$ cat config.mk
export PLATFORM = sky130hd
export DESIGN_NAME = snes_input_arbiter
export DESIGN_NICKNAME = d
export VERILOG_FILES = /design/src/rtl/snes_input_arbiter.sv
export SDC_FILE = /design/constraint.sdc
export NUM_CORES = 1
export LEC_CHECK = 0
export CAP_MARGIN = 10
export CORE_MARGIN = 10
export CORE_UTILIZATION = 30
export CTS_CLUSTER_SIZE = 28
export DETAILED_ROUTE_END_ITERATION = 6
export PLACE_DENSITY_LB_ADDON = 0.12
export SLEW_MARGIN = 20
export SYNTH_ARGS = -nofsm -noshare
export SYNTH_HDL_FRONTEND = slang
export SYNTH_SLANG_ARGS = --single-unit
$ cat constraint.sdc
create_clock -name clk -period 3.4 [get_ports clk]
set_clock_uncertainty 0.15 [all_clocks]
set_input_delay 0.85 -clock clk [delete_from_list [all_inputs] [get_ports clk]]
set_output_delay 0.85 -clock clk [all_outputs]
set_load 0.005 [all_outputs]
$ cat src/rtl/snes_input_arbiter.sv
// rtl/snes_input_arbiter.sv - grants the SNES recoder to the button board or PS/2 decoder with a forced release gap
// Optional feature: ARB_ROUND_ROBIN_EN (round-robin on simultaneous requests instead of button-board priority).
module snes_input_arbiter #(
    parameter int HOLD_CYCLES = 16
) (
    input  logic       clk,
    input  logic       reset,
    input  logic [3:0] bb_value,
    input  logic [3:0] ps2_value,
    input  logic       ps2_valid,
    output logic [3:0] value_out,
    output logic [1:0] grant,
    output logic       busy
);

    localparam int CNT_W = $clog2(HOLD_CYCLES + 1);

    localparam logic [1:0] S_IDLE      = 2'd0;
    localparam logic [1:0] S_GRANT_BB  = 2'd1;
    localparam logic [1:0] S_GRANT_PS2 = 2'd2;
    localparam logic [1:0] S_HOLD      = 2'd3;

    logic [1:0]       state_q, state_d;
    logic [CNT_W-1:0] cnt_q, cnt_d;
    logic [3:0]       ps2_code_q, ps2_code_d;
    logic             last_served_q, last_served_d;
    logic [3:0]       value_out_q, value_out_d;
    logic [1:0]       grant_q, grant_d;
    logic             busy_q, busy_d;

    logic bb_req;
    logic ps2_req;
    logic pick_ps2;

    always_comb begin
        bb_req  = (bb_value != 4'h0);
        ps2_req = (ps2_code_q != 4'h0);
`ifdef ARB_ROUND_ROBIN_EN
        // last_served_q = 1 means PS/2 had the previous grant, so the board goes next
        pick_ps2 = ps2_req && (!bb_req || !last_served_q);
`else
        pick_ps2 = ps2_req && !bb_req;
`endif
    end

    always_comb begin
        state_d       = state_q;
        cnt_d         = cnt_q;
        last_served_d = last_served_q;
        value_out_d   = 4'h0;
        grant_d       = 2'b00;
        // Arbitration below sees the old code; a new strobe takes effect next cycle
        ps2_code_d    = ps2_valid ? ps2_value : ps2_code_q;

        case (state_q)
            S_IDLE: begin
                if (pick_ps2) begin
                    state_d       = S_GRANT_PS2;
                    value_out_d   = ps2_code_q;
                    grant_d       = 2'b10;
                    last_served_d = 1'b1;
                end else if (bb_req) begin
                    state_d       = S_GRANT_BB;
                    value_out_d   = bb_value;
                    grant_d       = 2'b01;
                    last_served_d = 1'b0;
                end
            end
            S_GRANT_BB: begin
                if (bb_req) begin
                    value_out_d = bb_value;
                    grant_d     = 2'b01;
                end else begin
                    state_d = S_HOLD;
                    cnt_d   = CNT_W'(HOLD_CYCLES - 1);
                end
            end
            S_GRANT_PS2: begin
                if (ps2_req) begin
                    value_out_d = ps2_code_q;
                    grant_d     = 2'b10;
                end else begin
                    state_d = S_HOLD;
                    cnt_d   = CNT_W'(HOLD_CYCLES - 1);
                end
            end
            default: begin
                if (cnt_q == '0) begin
                    state_d = S_IDLE;
                end else begin
                    cnt_d = cnt_q - CNT_W'(1);
                end
            end
        endcase

        busy_d = (state_d != S_IDLE);
    end

    always_ff @(posedge clk or posedge reset) begin
        if (reset) begin
            state_q       <= S_IDLE;
            cnt_q         <= '0;
            ps2_code_q    <= 4'h0;
            last_served_q <= 1'b1;
            value_out_q   <= 4'h0;
            grant_q       <= 2'b00;
            busy_q        <= 1'b0;
        end else begin
            state_q       <= state_d;
            cnt_q         <= cnt_d;
            ps2_code_q    <= ps2_code_d;
            last_served_q <= last_served_d;
            value_out_q   <= value_out_d;
            grant_q       <= grant_d;
            busy_q        <= busy_d;
        end
    end

    assign value_out = value_out_q;
    assign grant     = grant_q;
    assign busy      = busy_q;

endmodule

=== Word-level counts from Yosys, hierarchy flattened ===
Cells that the tools add are included.

* Bits in registers: 18
* Bits of input ports: 11
* Word-level logic and storage cells: 39

* Add/subtract/negate cells: 1
* Eq/ne operators: 5
* Mux-type cells: 18
* Bitwise logic cells: 1
* Reductions and logical operators: 8

{| class="wikitable"
|+ Operators with widths
! kind !! number
|-
| 5-bit two-way mux || 3
|-
| 5-bit case mux with 3 select lines || 1
|-
| 2-bit two-way mux || 7
|-
| 4-bit two-way mux || 3
|-
| 2-bit case mux with 3 select lines || 2
|-
| 4-bit case mux with 3 select lines || 1
|-
| 4-bit nonzero test || 2
|-
| 5-bit zero test || 1
|-
| 5-bit by 1-bit subtractor with 5-bit output (second input constant) || 1
|-
| 2-bit inequality test (second input constant) || 2
|-
| 4-bit AND reduction || 1
|-
| 3-bit by 1-bit inequality test with 1-bit output (second input constant) || 1
|-
| 2-bit by 1-bit == test with 1-bit output (second input constant) || 1
|-
| 2-bit == test (second input constant) || 1
|-
| 2-bit zero test || 1
|-
| 2-bit nonzero test || 1
|-
| 1-bit logical AND || 1
|-
| 1-bit zero test || 1
|-
| 1-bit two-way mux || 1
|-
| 1-bit NOT || 1
|}

=== Logic depth before layout (Yosys ltp) ===
* Word-level depth: 6
* Gate-level depth with buffers: 6

=== Least setup slack after synthesis ===
Ideal clock, no wire load.

* Kind: input-to-reg
* Start: input port bb_value[0]
* End: register cnt_q[4]
* Library setup time: 0.121 ns
* Data arrival time: 2.267 ns
* Required time: 3.129 ns
* Path slack: 0.862 ns
* Cell stages on the path: 4
* Path buffers: 0
* Path through: or4_4 > a221o_1 > or3_1 > a22o_1

* Cells in the longest elaborated chain, start to end: 3

{| class="wikitable"
|+ Ends and longest elaborated chain
! element !! RTL line !! text
|-
| start, declared || 8 || <nowiki>input logic [3:0] bb_value,</nowiki>
|-
| 4-bit nonzero test || 36 || <nowiki>bb_req = (bb_value != 4'h0);</nowiki>
|-
| 2-bit inequality test (no source line) || -- ||
|-
| 4-bit AND reduction (no source line) || -- ||
|-
| end signal, assigned || 110 || <nowiki>cnt_q <= cnt_d;</nowiki>
|-
| end, declared || 24 || <nowiki>logic [CNT_W-1:0] cnt_q, cnt_d;</nowiki>
|}

No other way between the ends.
A chain may end at the register's enable or synchronous reset.

=== Worst setup path after layout ===
* Start: input port bb_value[0]
* End: register cnt_q[0]

Same word-level chain as after synthesis.

==> flow_metrics.env <==
export IMPL_reg2reg_setup_slack_ps=1220
export IMPL_run_status="complete, no violations"
export IMPL_die_x_um=76.08
export IMPL_stdcell_area_um2=1201
export IMPL_setup_viol_count_final=0
export IMPL_remaining_drc_errors=0
export IMPL_drt_pass1_iter_count=4
export IMPL_cp_end_kind="flop"
export IMPL_grt_met3_usage=0.02476
export IMPL_dpl_instance_area_um2=1165
export IMPL_synth_cells=96
export IMPL_row_count=20
export IMPL_cts_buffers=3
export IMPL_nets=133
export IMPL_ant_nets=0
export IMPL_wl_per_cell_um=13.27
export IMPL_critPathArrivalTime_ps=2800
export IMPL_grt_pass1_vias=788
export IMPL_dp_hpwl_mm=1.582
export IMPL_area_delta_synth_final_pct=27.32
export IMPL_clk_path_buf_depth=2
export IMPL_grt_util_met1=0.1000
export IMPL_use_met2=0.1080
export IMPL_worstPathMaxFanout=4
export IMPL_vdd_drop_max_v=0.0002793
export IMPL_synth_flop_cell="dfrtp_1"
export IMPL_crit_end="cnt_q[0]"
export IMPL_syn_area_um2=943.4
export IMPL_insertedDiodeCount=0
export IMPL_insertion_delay_ps=300
export IMPL_grt_busiest_layer="met2"
export IMPL_vias=793
export IMPL_routabilityCongestion=0.8081
export IMPL_cts_hold_buffers_added=0
export IMPL_post_cts_resized=0
export IMPL_power_mw=0.8957
export IMPL_pin_count=18
export IMPL_reg2reg_to="cnt_q[4]"
export IMPL_rr_worst_depth=7
export IMPL_period_minus_slack_ps=2786
export IMPL_relSlewSlack=0.5517
export IMPL_critPathRequiredTime_ps=3420
export IMPL_dieArea_um2=5787
export IMPL_grt_max_degree=19
export IMPL_postLayoutCoreUtil=0.3967
export IMPL_slew_violations=0
export IMPL_timing_fmax_mhz=358.9
export IMPL_crit_start="bb_value[0]"
export IMPL_ys_seq_area_frac=0.4775
export IMPL_start_kind="primary input"
export IMPL_tns_ps=0
export IMPL_min_period_over_period=0.8194
export IMPL_synth_seq_cells=18
export IMPL_path_clk_slew_ps=110
export IMPL_grt_pass1_wl_mm=3.657
export IMPL_r2r_start="cnt_q[0]"
export IMPL_synth_cell_types=27
export IMPL_dp_slack_ps=333.0
export IMPL_start_util=0.3116
export IMPL_maxCapViolCount=0
export IMPL_worst_slack_ps=614.1
export IMPL_hold_violations=0
export IMPL_synth_nets=113
export IMPL_power_density_nw_per_um2=745.7
export IMPL_syn_area_per_cell_um2=9.827
export IMPL_tightest_slew_ps=671.8
export IMPL_portBuffers=17
export IMPL_grt_ovfl_total=0
export IMPL_coreArea_um2=3028
export IMPL_drt_vias_per_instance=4.987
export IMPL_track_usage=0.07551
export IMPL_hp_class="reg -> reg"
export IMPL_dieHeight_um=76.08
export IMPL_grt_antenna_before_repair=0
export IMPL_cts_setup_buffers=0
export IMPL_drt_iter0_markers=59
export IMPL_p_leak_nw=0.4822
export IMPL_ys_warn_count=0
export IMPL_cts_tree="done"
export IMPL_synth_edf_count=0
export IMPL_drt_wl_total_mm=2.110
export IMPL_ctsRootBufferMaster="clkbuf_4"
export IMPL_htreeDepth=1
export IMPL_clock_sinks=18
export IMPL_rsz0062_at_grt="no"
export IMPL_crit_type="in -> reg"
export IMPL_ys_async_sr_fraction=1.000
export IMPL_drive_gt1_frac=0.1043
==> Yosys cell counts (2+ instances only) <==
library cell / n / area share
inv_1: 6 / 0.024
dfrtp_1: 18 / 0.48
clkbuf_1: 3 / 0.012
ha_1: 6 / 0.080
nor2_1: 9 / 0.036
o21a_1: 2 / 0.016
nor3_1: 4 / 0.021
o21ai_0: 14 / 0.074
mux2_2: 4 / 0.048
nor4b_1: 2 / 0.019
a31oi_1: 4 / 0.027
nor4_1: 2 / 0.013
a21oi_1: 7 / 0.037
or2_2: 2 / 0.013
==> final cells by class <==
class / count / area (um^2)
clock buffer: 4 / 36.28
tap: 44 / 55.05
inverter: 6 / 22.52
multi-input combinational: 69 / 459.2
sequential: 18 / 450.4
timing repair buffer: 18 / 177.7
fill: 309 / 1827
==> how the worst min path moves through the flow <==
stage,from,endpoint,slack (ps),cells past startpoint
after floorplan,cnt_q[4],cnt_q[4],320,1
after global placement,cnt_q[4],cnt_q[4],340,1
after detailed placement,cnt_q[4],cnt_q[4],340,1
after CTS,cnt_q[4],cnt_q[4],370,1
after global routing,cnt_q[2],cnt_q[2],420,1
final,cnt_q[4],cnt_q[4],370,1
==> metal layers <==
metal / routed length, um / share of wire / up-vias
li1: - / - / 389
met1: 1065 / 0.50 / 381
met4: 41 / 0.019 / 0
met3: 128 / 0.061 / 4
met5: 0 / 0 / -
met2: 874 / 0.41 / 19
==> worst max-delay path, stage by stage <==
cell and delay [ps]:
clkdlybuf4s50_1 450, or4_4 580, a221o_1 400, nor3_1 360, o21ai_0 160
==> sequential cells by signal, indices dropped and copies added, names as in the netlist <==
name and flops:
value_out 4, grant 2, busy 1, state_q 2, ps2_code_q 4, cnt_q 5
==> logic make-up after synthesis <==
kind of cell / Yosys count / share of synthesized area
buffers and inverters: 9 / 0.03581
AOI/OAI and AO/OA: 32 / 0.1989
and+or+nand+nor: 27 / 0.1605
DFF: 18 / 0.4775
adders and majority gates: 6 / 0.07957
muxes: 4 / 0.04774
==> through the flow <==
stage	cells	hold WS (ps)
after CTS	159	367.5
after global routing	159	418.6
after detailed placement	155	342.3
after global placement	155	344.9
after floorplan	96	317.0
final	159	371.7
==> power by group <==
group,leakage (nW),switching [mW],internal [mW]
clock,0.0210,0.0699,0.0653
sequential,0.211,0.0439,0.281
combinational,0.250,0.222,0.214
total,0.482,0.335,0.560
==> cells in the final DEF, fill, tap and decap left out, drive strengths merged <==
master	n
dfrtp	18
clkdlybuf4s50	17
o21ai	14
nor2	9
a21oi	7
inv	6
ha	6
mux2	4
nor3	4
a31oi	4
clkbuf	4
nor4b	2
or2	2
nor4	2
o21a	2
or4	2
nor3b	1
a221o	1
or3	1
a22o	1
nand3b	1
a221oi	1
nand3	1
nand2	1
a22oi	1
o211ai	1
and2	1
buf	1
Power figures use the tool's default switching activity.
